## config.mk

```make
export PLATFORM = sky130hd
export DESIGN_NAME = tbu_frame_flat
export DESIGN_NICKNAME = d
export VERILOG_FILES = /design/src/rtl/viterbi_pkg.sv /design/src/rtl/tbu_frame_if.sv /design/src/rtl/survivor_mem.sv /design/src/rtl/tbu_frame.sv /design/src/flat_wrapper.sv
export SDC_FILE = /design/constraint.sdc
export NUM_CORES = 1
export LEC_CHECK = 0
export CORE_MARGIN = 4
export CORE_UTILIZATION = 55
export CTS_BUF_LIST = sky130_fd_sc_hd__clkbuf_2
export DETAILED_ROUTE_END_ITERATION = 8
export GPL_ROUTABILITY_DRIVEN = 0
export GPL_TIMING_DRIVEN = 0
export PLACE_DENSITY = 0.72
export SLEW_MARGIN = 10
export SYNTH_ARGS = -nofsm -noshare
export SYNTH_HDL_FRONTEND = slang
export SYNTH_SLANG_ARGS = --single-unit
```

## constraint.sdc

```tcl
create_clock -name clk -period 5 [get_ports clk]
set_input_delay 1 -clock clk [delete_from_list [all_inputs] [get_ports clk]]
set_output_delay 1 -clock clk [all_outputs]
set_load 0.005 [all_outputs]
```

## src/rtl/viterbi_pkg.sv

```systemverilog
// Shared types and helpers for the K=3, 4-state Viterbi decoder datapath.
package viterbi_pkg;

    localparam int NUM_STATES = 4;
    localparam int STATE_W    = 2;

    typedef logic [STATE_W-1:0]    state_t;
    typedef logic [NUM_STATES-1:0] sel_vec_t;

    typedef enum logic [1:0] {
        FILL  = 2'd0,
        TRACE = 2'd1,
        DRAIN = 2'd2
    } tbu_state_e;

    // With next = {in_bit, cur[1]}, the survivor into s came from {s[0], sel}.
    function automatic state_t pred_state(state_t s, logic sel);
        return {s[0], sel};
    endfunction

endpackage

```

## src/rtl/tbu_frame_if.sv

```systemverilog
// Step-in / decoded-bit-out bus of the traceback unit.
// The master side feeds ACS selections and consumes decoded bits.
interface tbu_frame_if;
    import viterbi_pkg::*;

    logic     sel_valid_i;
    sel_vec_t sel_i;
    state_t   best_state_i;
    logic     ready_o;
    logic     dec_valid_o;
    logic     dec_bit_o;
    logic     dec_last_o;

    modport master (
        output sel_valid_i, sel_i, best_state_i,
        input  ready_o, dec_valid_o, dec_bit_o, dec_last_o
    );

    modport slave (
        input  sel_valid_i, sel_i, best_state_i,
        output ready_o, dec_valid_o, dec_bit_o, dec_last_o
    );

endinterface

```

## src/rtl/survivor_mem.sv

```systemverilog
// Survivor memory: one 4-bit ACS selection vector per trellis step of a frame.
// Synchronous write, combinational read so traceback can advance every cycle.
module survivor_mem
    import viterbi_pkg::*;
#(
    parameter int FRAME_LEN = 16,
    parameter int ADDR_W    = $clog2(FRAME_LEN)
) (
    input  logic              clk,
    input  logic              wr_en_i,
    input  logic [ADDR_W-1:0] wr_addr_i,
    input  sel_vec_t          wr_data_i,
    input  logic [ADDR_W-1:0] rd_addr_i,
    output sel_vec_t          rd_data_o
);

    sel_vec_t mem_q [FRAME_LEN];

    // Store the selection vector of each accepted step; contents survive reset.
    always_ff @(posedge clk) begin
        if (wr_en_i) begin
            mem_q[wr_addr_i] <= wr_data_i;
        end
    end

    assign rd_data_o = mem_q[rd_addr_i];

endmodule

```

## src/rtl/tbu_frame.sv

```systemverilog
// Frame-based traceback unit: collects FRAME_LEN steps of ACS selections,
// traces back from the best end state, then emits decoded bits oldest first.
module tbu_frame
    import viterbi_pkg::*;
#(
    parameter int FRAME_LEN = 16
) (
    input logic        clk,
    input logic        rst_n,
    tbu_frame_if.slave bus
);

    localparam int                ADDR_W   = $clog2(FRAME_LEN);
    localparam logic [ADDR_W-1:0] LAST_IDX = ADDR_W'(FRAME_LEN - 1);
    localparam logic [ADDR_W-1:0] ONE      = ADDR_W'(1);

    tbu_state_e        state_q, state_d;
    logic [ADDR_W-1:0] wcnt_q, wcnt_d;
    logic [ADDR_W-1:0] tcnt_q, tcnt_d;
    logic [ADDR_W-1:0] ocnt_q, ocnt_d;
    state_t            cur_q, cur_d;
    logic              dec_valid_q, dec_valid_d;
    logic              dec_bit_q, dec_bit_d;
    logic              dec_last_q, dec_last_d;
    logic [FRAME_LEN-1:0] dbuf_q;

    logic     ready;
    logic     accept;
    sel_vec_t surv_rd;
    logic     surv_bit;

    assign ready    = (state_q == FILL);
    assign accept   = bus.sel_valid_i && ready;
    assign surv_bit = surv_rd[cur_q];

    assign bus.ready_o     = ready;
    assign bus.dec_valid_o = dec_valid_q;
    assign bus.dec_bit_o   = dec_bit_q;
    assign bus.dec_last_o  = dec_last_q;

    survivor_mem #(
        .FRAME_LEN (FRAME_LEN),
        .ADDR_W    (ADDR_W)
    ) u_survivor_mem (
        .clk       (clk),
        .wr_en_i   (accept),
        .wr_addr_i (wcnt_q),
        .wr_data_i (bus.sel_i),
        .rd_addr_i (tcnt_q),
        .rd_data_o (surv_rd)
    );

    // Next-state logic for fill, traceback and drain phases.
    always_comb begin
        state_d     = state_q;
        wcnt_d      = wcnt_q;
        tcnt_d      = tcnt_q;
        ocnt_d      = ocnt_q;
        cur_d       = cur_q;
        dec_valid_d = dec_valid_q;
        dec_bit_d   = dec_bit_q;
        dec_last_d  = dec_last_q;

        case (state_q)
            FILL: begin
                if (accept) begin
                    wcnt_d = wcnt_q + ONE;
                    if (wcnt_q == LAST_IDX) begin
                        cur_d   = bus.best_state_i;
                        tcnt_d  = LAST_IDX;
                        state_d = TRACE;
                    end
                end
            end
            TRACE: begin
                cur_d  = pred_state(cur_q, surv_bit);
                tcnt_d = tcnt_q - ONE;
                if (tcnt_q == '0) begin
                    ocnt_d  = '0;
                    state_d = DRAIN;
                end
            end
            DRAIN: begin
                if (dec_last_q) begin
                    dec_valid_d = 1'b0;
                    dec_bit_d   = 1'b0;
                    dec_last_d  = 1'b0;
                    state_d     = FILL;
                end else begin
                    dec_valid_d = 1'b1;
                    dec_bit_d   = dbuf_q[ocnt_q];
                    dec_last_d  = (ocnt_q == LAST_IDX);
                    ocnt_d      = ocnt_q + ONE;
                end
            end
            default: begin
                state_d = FILL;
            end
        endcase
    end

    // Control state and output registers; reset abandons any frame in flight.
    always_ff @(posedge clk or negedge rst_n) begin
        if (!rst_n) begin
            state_q     <= FILL;
            wcnt_q      <= '0;
            tcnt_q      <= '0;
            ocnt_q      <= '0;
            cur_q       <= '0;
            dec_valid_q <= 1'b0;
            dec_bit_q   <= 1'b0;
            dec_last_q  <= 1'b0;
        end else begin
            state_q     <= state_d;
            wcnt_q      <= wcnt_d;
            tcnt_q      <= tcnt_d;
            ocnt_q      <= ocnt_d;
            cur_q       <= cur_d;
            dec_valid_q <= dec_valid_d;
            dec_bit_q   <= dec_bit_d;
            dec_last_q  <= dec_last_d;
        end
    end

    // Traceback visits steps newest first, so bits land in their chronological slot.
    always_ff @(posedge clk) begin
        if (state_q == TRACE) begin
            dbuf_q[tcnt_q] <= cur_q[1];
        end
    end

endmodule

```

## src/flat_wrapper.sv

```systemverilog
// flat-port wrapper written by rule: the top's interface ports become plain ports
module tbu_frame_flat import viterbi_pkg::*;
#(
    parameter int FRAME_LEN = 16
)
  (clk, rst_n, bus_sel_valid_i, bus_sel_i, bus_best_state_i, bus_ready_o, bus_dec_valid_o, bus_dec_bit_o, bus_dec_last_o);
  tbu_frame_if bus_i ();
  input logic clk;
  input logic rst_n;
  input wire logic [$bits(bus_i.sel_valid_i)-1:0] bus_sel_valid_i;
  input wire logic [$bits(bus_i.sel_i)-1:0] bus_sel_i;
  input wire logic [$bits(bus_i.best_state_i)-1:0] bus_best_state_i;
  output wire logic [$bits(bus_i.ready_o)-1:0] bus_ready_o;
  output wire logic [$bits(bus_i.dec_valid_o)-1:0] bus_dec_valid_o;
  output wire logic [$bits(bus_i.dec_bit_o)-1:0] bus_dec_bit_o;
  output wire logic [$bits(bus_i.dec_last_o)-1:0] bus_dec_last_o;
  assign bus_i.sel_valid_i = bus_sel_valid_i;
  assign bus_i.sel_i = bus_sel_i;
  assign bus_i.best_state_i = bus_best_state_i;
  assign bus_ready_o = bus_i.ready_o;
  assign bus_dec_valid_o = bus_i.dec_valid_o;
  assign bus_dec_bit_o = bus_i.dec_bit_o;
  assign bus_dec_last_o = bus_i.dec_last_o;
  tbu_frame #(.FRAME_LEN(FRAME_LEN)) u_core (.clk(clk), .rst_n(rst_n), .bus(bus_i));
endmodule
```

==> impl_metrics.ini, run 1 <==
[run_status]
status = finished clean

[worst_setup_path]
reg2reg_slack_ps = 2360
cp-start-kind = register
crit_family = buffers and inverters
critPathRequiredTime_ps = 4000
slowest_delay_ps = 570
worstPathArrival_ps = 2030
cp.depth = 3
crit_path_top_delay_cell = clkdlybuf4s50_1
worstSetupPathType = reg2out
rr_endpoint = u_core.ocnt_q[0]
setup.worst_path.end_class = output pin
r2r_start = u_core.tcnt_q[1]
cp.buffers_inverters = 2
crit_path_start = u_core.state_q[0]
worstPathCellList = inv_1, ha_1, clkdlybuf4s50_1
crit_fanout = 8
reg2regPathDepth = 9
crit_path_end = bus_ready_o

[logic_synthesis]
synth_top_cell_area_share_pct = 54.7
synth_common_cells = edfxtp_1 (80), dfrtp_1 (19), nand2_1 (16)
ys_seq_area_share_pct = 65.5
yosys_warnings = 0
netlist_top_cells_area = edfxtp_1 (55%), dfrtp_1 (11%), mux4_2 (7.2%), mux4_1 (4.8%), ha_1 (3.7%)
synth_flop_cell = edfxtp_1
async_flop_share_pct = 19.2
synth_edf_count = 80
synth-seq-cells = 99
yosysUniqueCellTypes = 38
synth_area_leader_cell = edfxtp_1
syn_area_um2 = 4400
synth_area_per_cell_um2 = 15.6
synth_nets = 303
synthCells = 281
synth.most_common_cell = edfxtp_1

[clock_tree]
cts.repair.resized = 0
cts.sink_count = 99
numCtsBuffers = 9
path_clk_slew_ps = 280
insertion_delay_ps = 570
post_cts_buffers = 0
cts_tree = yes
cts-root-buf = clkbuf_2
ctsLongestPathBuffers = 2
ctsHoldBuffers = 0
h-tree-depth = 3

[drt]
finalWirelength_mm = 8.22
routedWlPerCell_um = 20.0
num_vias = 2403
postRouteAntennaNets = 0
drc_errors = 0
viasPerCell = 5.85
drt_pass1_iterations = 4
initialDrtViolationCount = 131

[die]
die-area_um2 = 9490
start_util_pct = 56.6
core_area_um2 = 7770
rows = 32
die_w_um = 97.4
ioPinCount = 13
fp.dieH_um = 97.4

[timing]
min_period_ps = 3030
drv_slew = 0
relSlewSlack_pct = 38.4
fmax_ghz = 0.330
setup_viol = 0
clock_skew_ps = 33.8
setup_tns_ps = 0
period_share_pct = 60.6
tightest_slew_ps = 921
finalHoldViolCount = 0
rsz0062_at_grt = false

[placement]
placed_cell_area_um2 = 4640
hpwlAfterDp_mm = 5.94
io_buffers = 12

[global_routing]
grt_first_pass_wirelength_mm = 13.6
grt_pass1_vias = 2457
grt_max_degree = 20
antenna_found_initial = 0
gr-usage-all-layers_pct = 18.9
grt_overflow = 0

[finish]
drive_gt1_share_pct = 12.6
final_core_util_pct = 61.1
antennaDiodeCount = 0
final_cell_area_um2 = 4740
final_nets = 326
areaGrowthSynthToFinish_pct = 7.94

[power_and_ir_drop]
vdd.ir_drop.worst_v = 0.000257
power.total_mw = 2.21
leakagePower_nw = 1.72
power_density_nw_per_um2 = 466

[min_path]
hold_path_class = reg2reg

[flow_run]
max_cap_violations = 0
[final cells by class]
class	count	area (um^2)
plain buffers	14	68.8
clock buffers	9	45.0
clock inverters	7	56.3
fillers	596	3020
inverters	10	37.5
multi-input cells	158	1410
flip-flops and latches	99	2880
well taps	102	128
repair buffers	12	120
[metal layers]
metal,wire length (um),GRT usage (%)
met1,3410,24.7
met2,4320,31.9
met3,312,3.09
met4,177,7.03
met5,0,0
[report_power, final]
| group | total (mW) | switching (mW) | internal, mW |
|---|---|---|---|
| registers | 1.07 | 0.0626 | 1.01 |
| logic | 0.786 | 0.452 | 0.333 |
| clock network | 0.351 | 0.278 | 0.0730 |
| total | 2.21 | 0.793 | 1.42 |
[logic make-up after synthesis]
family / count (synthesis) / share of synthesized area (%)
AO/OA/AOI/OAI: 28 / 3.96
XOR/XNOR: 3 / 0.598
adder cells (fa/ha/maj): 13 / 3.70
buffers and inverters: 24 / 2.42
flip-flops: 99 / 65.5
multiplexers: 29 / 13.7
AND/OR/NAND/NOR: 85 / 10.2
[worst min path at each step]
| stage | from | endpoint | slack, ps | depth (start not counted) |
|---|---|---|---|---|
| after floorplan | u_core.bus.dec_bit_o | u_core.bus.dec_bit_o | 480 | 1 |
| after global placement | u_core.bus.dec_bit_o | u_core.bus.dec_bit_o | 480 | 1 |
| after detailed placement | u_core.bus.dec_bit_o | u_core.bus.dec_bit_o | 480 | 1 |
| after CTS | u_core.bus.dec_bit_o | u_core.bus.dec_bit_o | 530 | 1 |
| after global routing | u_core.bus.dec_bit_o | u_core.bus.dec_bit_o | 570 | 1 |
| final | u_core.bus.dec_bit_o | u_core.bus.dec_bit_o | 530 | 1 |
[state kept, by name (all words and copies together), names as in the netlist]
name                         count
u_core.cur_q                     2
u_core.bus.dec_bit_o             1
u_core.bus.dec_valid_o           1
u_core.dbuf_q                   16
u_core.state_q                   2
u_core.bus.dec_last_o            1
u_core.ocnt_q                    4
u_core.tcnt_q                    4
u_core.wcnt_q                    4
u_core.u_survivor_mem.mem_q     64
[cells in the final DEF (no fill, tap or decap), types with 3 or more instances in the layout]
cell | synthesis | layout
clkbuf_2 | 0 | 9
buf_2 | 4 | 4
inv_1 | 10 | 10
inv_6 | 0 | 3
mux2_2 | 4 | 4
o21ai_0 | 8 | 8
and2_1 | 15 | 15
mux2i_1 | 3 | 3
edfxtp_1 | 80 | 80
and3_1 | 15 | 15
mux4_1 | 8 | 8
clkdlybuf4s50_1 | 0 | 12
nand2_1 | 16 | 16
nor3b_1 | 3 | 3
clkbuf_1 | 8 | 8
nor3_1 | 7 | 7
nor2_1 | 15 | 15
ha_1 | 13 | 13
a21oi_1 | 7 | 7
dfrtp_1 | 19 | 19
mux4_2 | 14 | 14
nand3_1 | 6 | 6
[metrics by stage]
step,hold slack (ps),cells,setup slack (ps)
after floorplan,478,281,2850
after detailed placement,478,395,2080
after global routing,567,411,1850
after global placement,477,395,2080
after CTS,533,411,1970
final,534,411,1970
(Power assumes the default switching activity.)
==> run 2, diff against run 1 <==
PLACE_DENSITY = 0.75   (was 0.72)
clock period = 2.6 ns   (was 5 ns; I/O delays follow)
==> run 2 against run 1 <==
Net effect:
- sequential cell count stayed put
- via count shrank 1.2%
- power is 93% higher
- global-route usage is 0.97 points lower
- sequential share of layout area decreased by 0.27 points
- clock power up 86%
- die area stayed put
- non-clock buffer count rose by 2
- final area is 0.45% higher
- critical path type unchanged
- critical endpoint unchanged
==> impl_metrics.ini, run 2 (same netlist as run 1, synthesis figures left out) <==
[run_status]
status = finished clean

[global_routing]
grtUsageMet2_pct = 29.6
gr-usage-met1_pct = 23.8
met3_usage_pct = 5.38
top_usage_layer = met2
antenna_found_initial = 0
grt_pass1_vias = 2343
gr-usage-all-layers_pct = 17.9
grt_max_degree = 20
grt_first_pass_wirelength_mm = 12.8
grt_overflow = 0

[clock_tree]
insertion_delay_ps = 530
cts-root-buf = clkbuf_2
path_clk_slew_ps = 260
cts.sink_count = 99
h-tree-depth = 3
ctsLongestPathBuffers = 2
cts_tree = yes
ctsHoldBuffers = 0
numCtsBuffers = 9

[min_path]
hold_path_class = in2async

[timing]
clock_skew_ps = 14.0
relSlewSlack_pct = 41.9
min_period_ps = 2410
rsz0062_at_grt = false
tightest_slew_ps = 869
whs_ps = 428
setup_viol = 0
period_share_pct = 92.6
fmax_ghz = 0.415
fin_ws_ps = 193
drv_slew = 0
finalHoldViolCount = 0

[finish]
top_register = u_core.u_survivor_mem.mem_q
final_cell_mix = edfxtp_1 (80), dfrtp_1 (19), nand2_1 (16)
fin_cells = 413
reg.largest.list = u_core.u_survivor_mem.mem_q x64, u_core.dbuf_q x16
areaGrowthSynthToFinish_pct = 8.43
final_nets = 328
drive_gt1_share_pct = 14.1
layout.cells.most_common = edfxtp_1
antennaDiodeCount = 0
largest_reg_flops = 64

[drt]
routedWlPerCell_um = 19.2
initialDrtViolationCount = 132
finalWirelength_mm = 7.91
drc_errors = 0
postRouteAntennaNets = 0
viasPerCell = 5.75
num_vias = 2375
drt_pass1_iterations = 5

[power_and_ir_drop]
leakagePower_nw = 1.73
power_density_nw_per_um2 = 897
vdd.ir_drop.worst_v = 0.000476

[die]
die-area_um2 = 9490
die_w_um = 97.4
core_area_um2 = 7770
fp.dieH_um = 97.4
start_util_pct = 56.6
ioPinCount = 13
rows = 32

[worst_setup_path]
setup.worst_path.end_class = output pin
critPathRequiredTime_ps = 2080
worstSetupPathType = reg2out
cp-start-kind = register
crit_fanout = 8
worstPathArrival_ps = 1890

[flow_run]
max_cap_violations = 0

[placement]
dp.cells = 395
hpwlAfterDp_mm = 5.65
pre_cts_ws_ps = -81.5
io_buffers = 12
==> run 2: layout make-up <==
| cell class | instances | area [um^2] |
|---|---|---|
| Timing Repair Buffer | 14 | 135 |
| Buffer | 14 | 71.3 |
| Tap cell | 102 | 128 |
| Clock buffer | 10 | 50.0 |
| Multi-Input combinational cell | 158 | 1420 |
| Fill cell | 587 | 3000 |
| Inverter | 10 | 37.5 |
| Sequential cell | 99 | 2880 |
| Clock inverter | 6 | 48.8 |
==> run 2: metal layers <==
metal,vias to the layer above,wire (um)
met5,-,0
met4,0,55
met3,6,295
met2,43,4150
met1,1197,3410
li1,1129,-
==> run 2: where the power goes <==
| group | leakage [nW] | internal (mW) | switching (mW) |
|---|---|---|---|
| clock | 0.0609 | 0.142 | 0.511 |
| sequential | 0.958 | 1.94 | 0.119 |
| combinational | 0.711 | 0.676 | 0.883 |
| total | 1.73 | 2.76 | 1.51 |
==> run 2: final timing paths <==
| kind | from | slack, ps | endpoint | cells after the start |
|---|---|---|---|---|
| setup reg to reg | u_core.tcnt_q[1] | 200 | u_core.ocnt_q[0] | 9 |
| hold / removal | rst_n | 430 | u_core.ocnt_q[1] | 1 |
| setup / recovery | u_core.state_q[0] | 190 | bus_ready_o | 3 |
| min in group clk | u_core.bus.dec_bit_o | 540 | u_core.bus.dec_bit_o | 1 |
| hold reg to reg | u_core.bus.dec_bit_o | 540 | u_core.bus.dec_bit_o | 1 |
| max in group asynchronous | rst_n | 1640 | u_core.tcnt_q[3] | 1 |
==> run 2: per-stage QoR <==
stage	setup TNS [ps]	utilization, %	area (um^2)	power [mW]
finish	0	61.4	4770	4.27
global placement	-21.2	59.8	4640	3.57
CTS	0	61.1	4750	4.26
floorplan	0	-	4400	3.17
global route	0	61.4	4770	4.55
detailed placement	-81.5	59.8	4640	3.61
==> run 2: repair_timing <==
item,in CTS,in global routing
endpoints found under the setup margin,1,2
setup buffers,0,2
gates resized for setup,1,2
pin swaps,0,1
==> run 2: worst max-delay path: stages (launching register included) <==
cell             delay (ps)
dfrtp_1                 470
inv_1                    90
ha_2                    260
clkdlybuf4s50_1         530
==> run 3, diff against run 2 <==
CORE_MARGIN = 2   (was 4)
GPL_TIMING_DRIVEN = not set   (was 0)
SKIP_LAST_GASP = 1   (was not set)
==> run 3 against run 2 <==
Net effect:
- critical endpoint unchanged
- largest power group unchanged
- sequential power up 6%
- critical path depth unchanged
- register-to-register slack better by 350 ps
- sequential cell count unchanged
- global-route usage up 0.99 points
==> impl_metrics.ini, run 3 (same netlist as run 1, synthesis figures left out) <==
[run_status]
status = finished clean

[power_and_ir_drop]
vdd.ir_drop.worst_v = 0.000622
leakagePower_nw = 1.72
power.total_mw = 4.19
power_density_nw_per_um2 = 884

[flow_run]
max_cap_violations = 0

[worst_setup_path]
crit_path_end = bus_ready_o
reg2reg_slack_ps = 550
setup.worst_path.end_class = output pin
slowest_delay_ps = 530
cp-start-kind = register
crit_fanout = 8
reg2regPathDepth = 5
critPathRequiredTime_ps = 2080
crit_path_start = u_core.state_q[0]
rr_endpoint = u_core.cur_q[0]
worstPathArrival_ps = 1890
r2r_start = u_core.tcnt_q[0]
worstSetupPathType = reg2out
worstPathCellList = inv_1, ha_2, clkdlybuf4s50_1
crit_path_top_delay_cell = clkdlybuf4s50_1

[finish]
layout.cells.most_common = edfxtp_1
final_cell_mix = edfxtp_1 (80), dfrtp_1 (19), nand2_1 (16)
final_nets = 320
final_core_util_pct = 61.4
reg.largest.list = u_core.u_survivor_mem.mem_q x64, u_core.dbuf_q x16
largest_reg_flops = 64
top_register = u_core.u_survivor_mem.mem_q
areaGrowthSynthToFinish_pct = 7.86
antennaDiodeCount = 0
drive_gt1_share_pct = 13.9

[drt]
initialDrtViolationCount = 150
drc_errors = 0
postRouteAntennaNets = 0
routedWlPerCell_um = 18.6
finalWirelength_mm = 7.55
viasPerCell = 5.73
drt_pass1_iterations = 4
num_vias = 2320

[placement]
hpwlAfterDp_mm = 5.29
io_buffers = 12

[global_routing]
antenna_found_initial = 0
grt_overflow = 0
grt_pass1_vias = 2341
gr-usage-all-layers_pct = 18.9
grt_first_pass_wirelength_mm = 12.0
grt_max_degree = 22

[clock_tree]
cts_tree = yes
cts.sink_count = 99
insertion_delay_ps = 540
path_clk_slew_ps = 250
numCtsBuffers = 9
h-tree-depth = 3
cts-root-buf = clkbuf_2
ctsLongestPathBuffers = 2

[die]
die-area_um2 = 8720
core_area_um2 = 7730
ioPinCount = 13
rows = 32
start_util_pct = 56.9
die_w_um = 93.4
fp.dieH_um = 93.4

[timing]
fmax_ghz = 0.415
finalHoldViolCount = 0
rsz0062_at_grt = false
period_share_pct = 92.8
tightest_slew_ps = 577
min_period_ps = 2410
setup_viol = 0
relSlewSlack_pct = 61.4
drv_slew = 0
setup_tns_ps = 0
clock_skew_ps = 24.2

[min_path]
hold_path_class = in2async
## run 3: worst max-delay path, delay by kind of cell (launching register included)
family / cells / cell delay, ps
buffers and inverters: 2 / 630
adders and majority gates: 1 / 280
DFF: 1 / 460
## run 3: power by group
part           switching (mW)  total, mW  internal [mW]  leakage [nW]
Clock                   0.482      0.612          0.130        0.0560
Sequential              0.234       2.18           1.94         0.958
Combinational           0.727       1.40          0.675         0.707
## run 3: worst min-delay path by stage
stage                          from                   end  slack, ps  cells past startpoint
2_1_floorplan                 rst_n  u_core.bus.dec_bit_o        220                      0
3_3_place_gp   u_core.bus.dec_bit_o  u_core.bus.dec_bit_o        470                      1
3_5_place_dp   u_core.bus.dec_bit_o  u_core.bus.dec_bit_o        490                      1
4_1_cts                       rst_n      u_core.ocnt_q[3]        240                      2
5_1_grt                       rst_n      u_core.wcnt_q[3]        260                      2
6_report                      rst_n      u_core.wcnt_q[3]        270                      2
## run 3: final cells by class
| class | instances | area (um^2) |
|---|---|---|
| Inverter | 10 | 37.5 |
| Multi-Input combinational cell | 158 | 1410 |
| Clock buffer | 10 | 50.0 |
| Tap cell | 102 | 128 |
| Clock inverter | 6 | 41.3 |
| Fill cell | 574 | 2990 |
| Sequential cell | 99 | 2880 |
| Timing Repair Buffer | 20 | 193 |
## run 3: what timing repair did
action                     CTS  global route
gates resized for setup      0             1
hold buffers                 0             0
setup endpoints to repair    0             1
setup buffers                0             0
## run 3: per-layer routing
metal  vias to the layer above  routed length, um  global-route usage, %
met1                      1152               3280                   24.8
met5                         -                  0                      0
li1                       1107                  -                      -
met2                        56               3880                   31.3
met4                         0                 66                   8.82
met3                         5                326                   2.90
## run 3: per-stage QoR
stage                     hold WS (ps)  setup WS (ps)  std cells  cell area (um^2)
final                              273            187        405              4740
after floorplan                    224            446        281              4400
after global routing               258           87.7        405              4740
after CTS                          240           55.6        405              4740
after global placement             472            352        389              4650
after detailed placement           490            304        389              4650
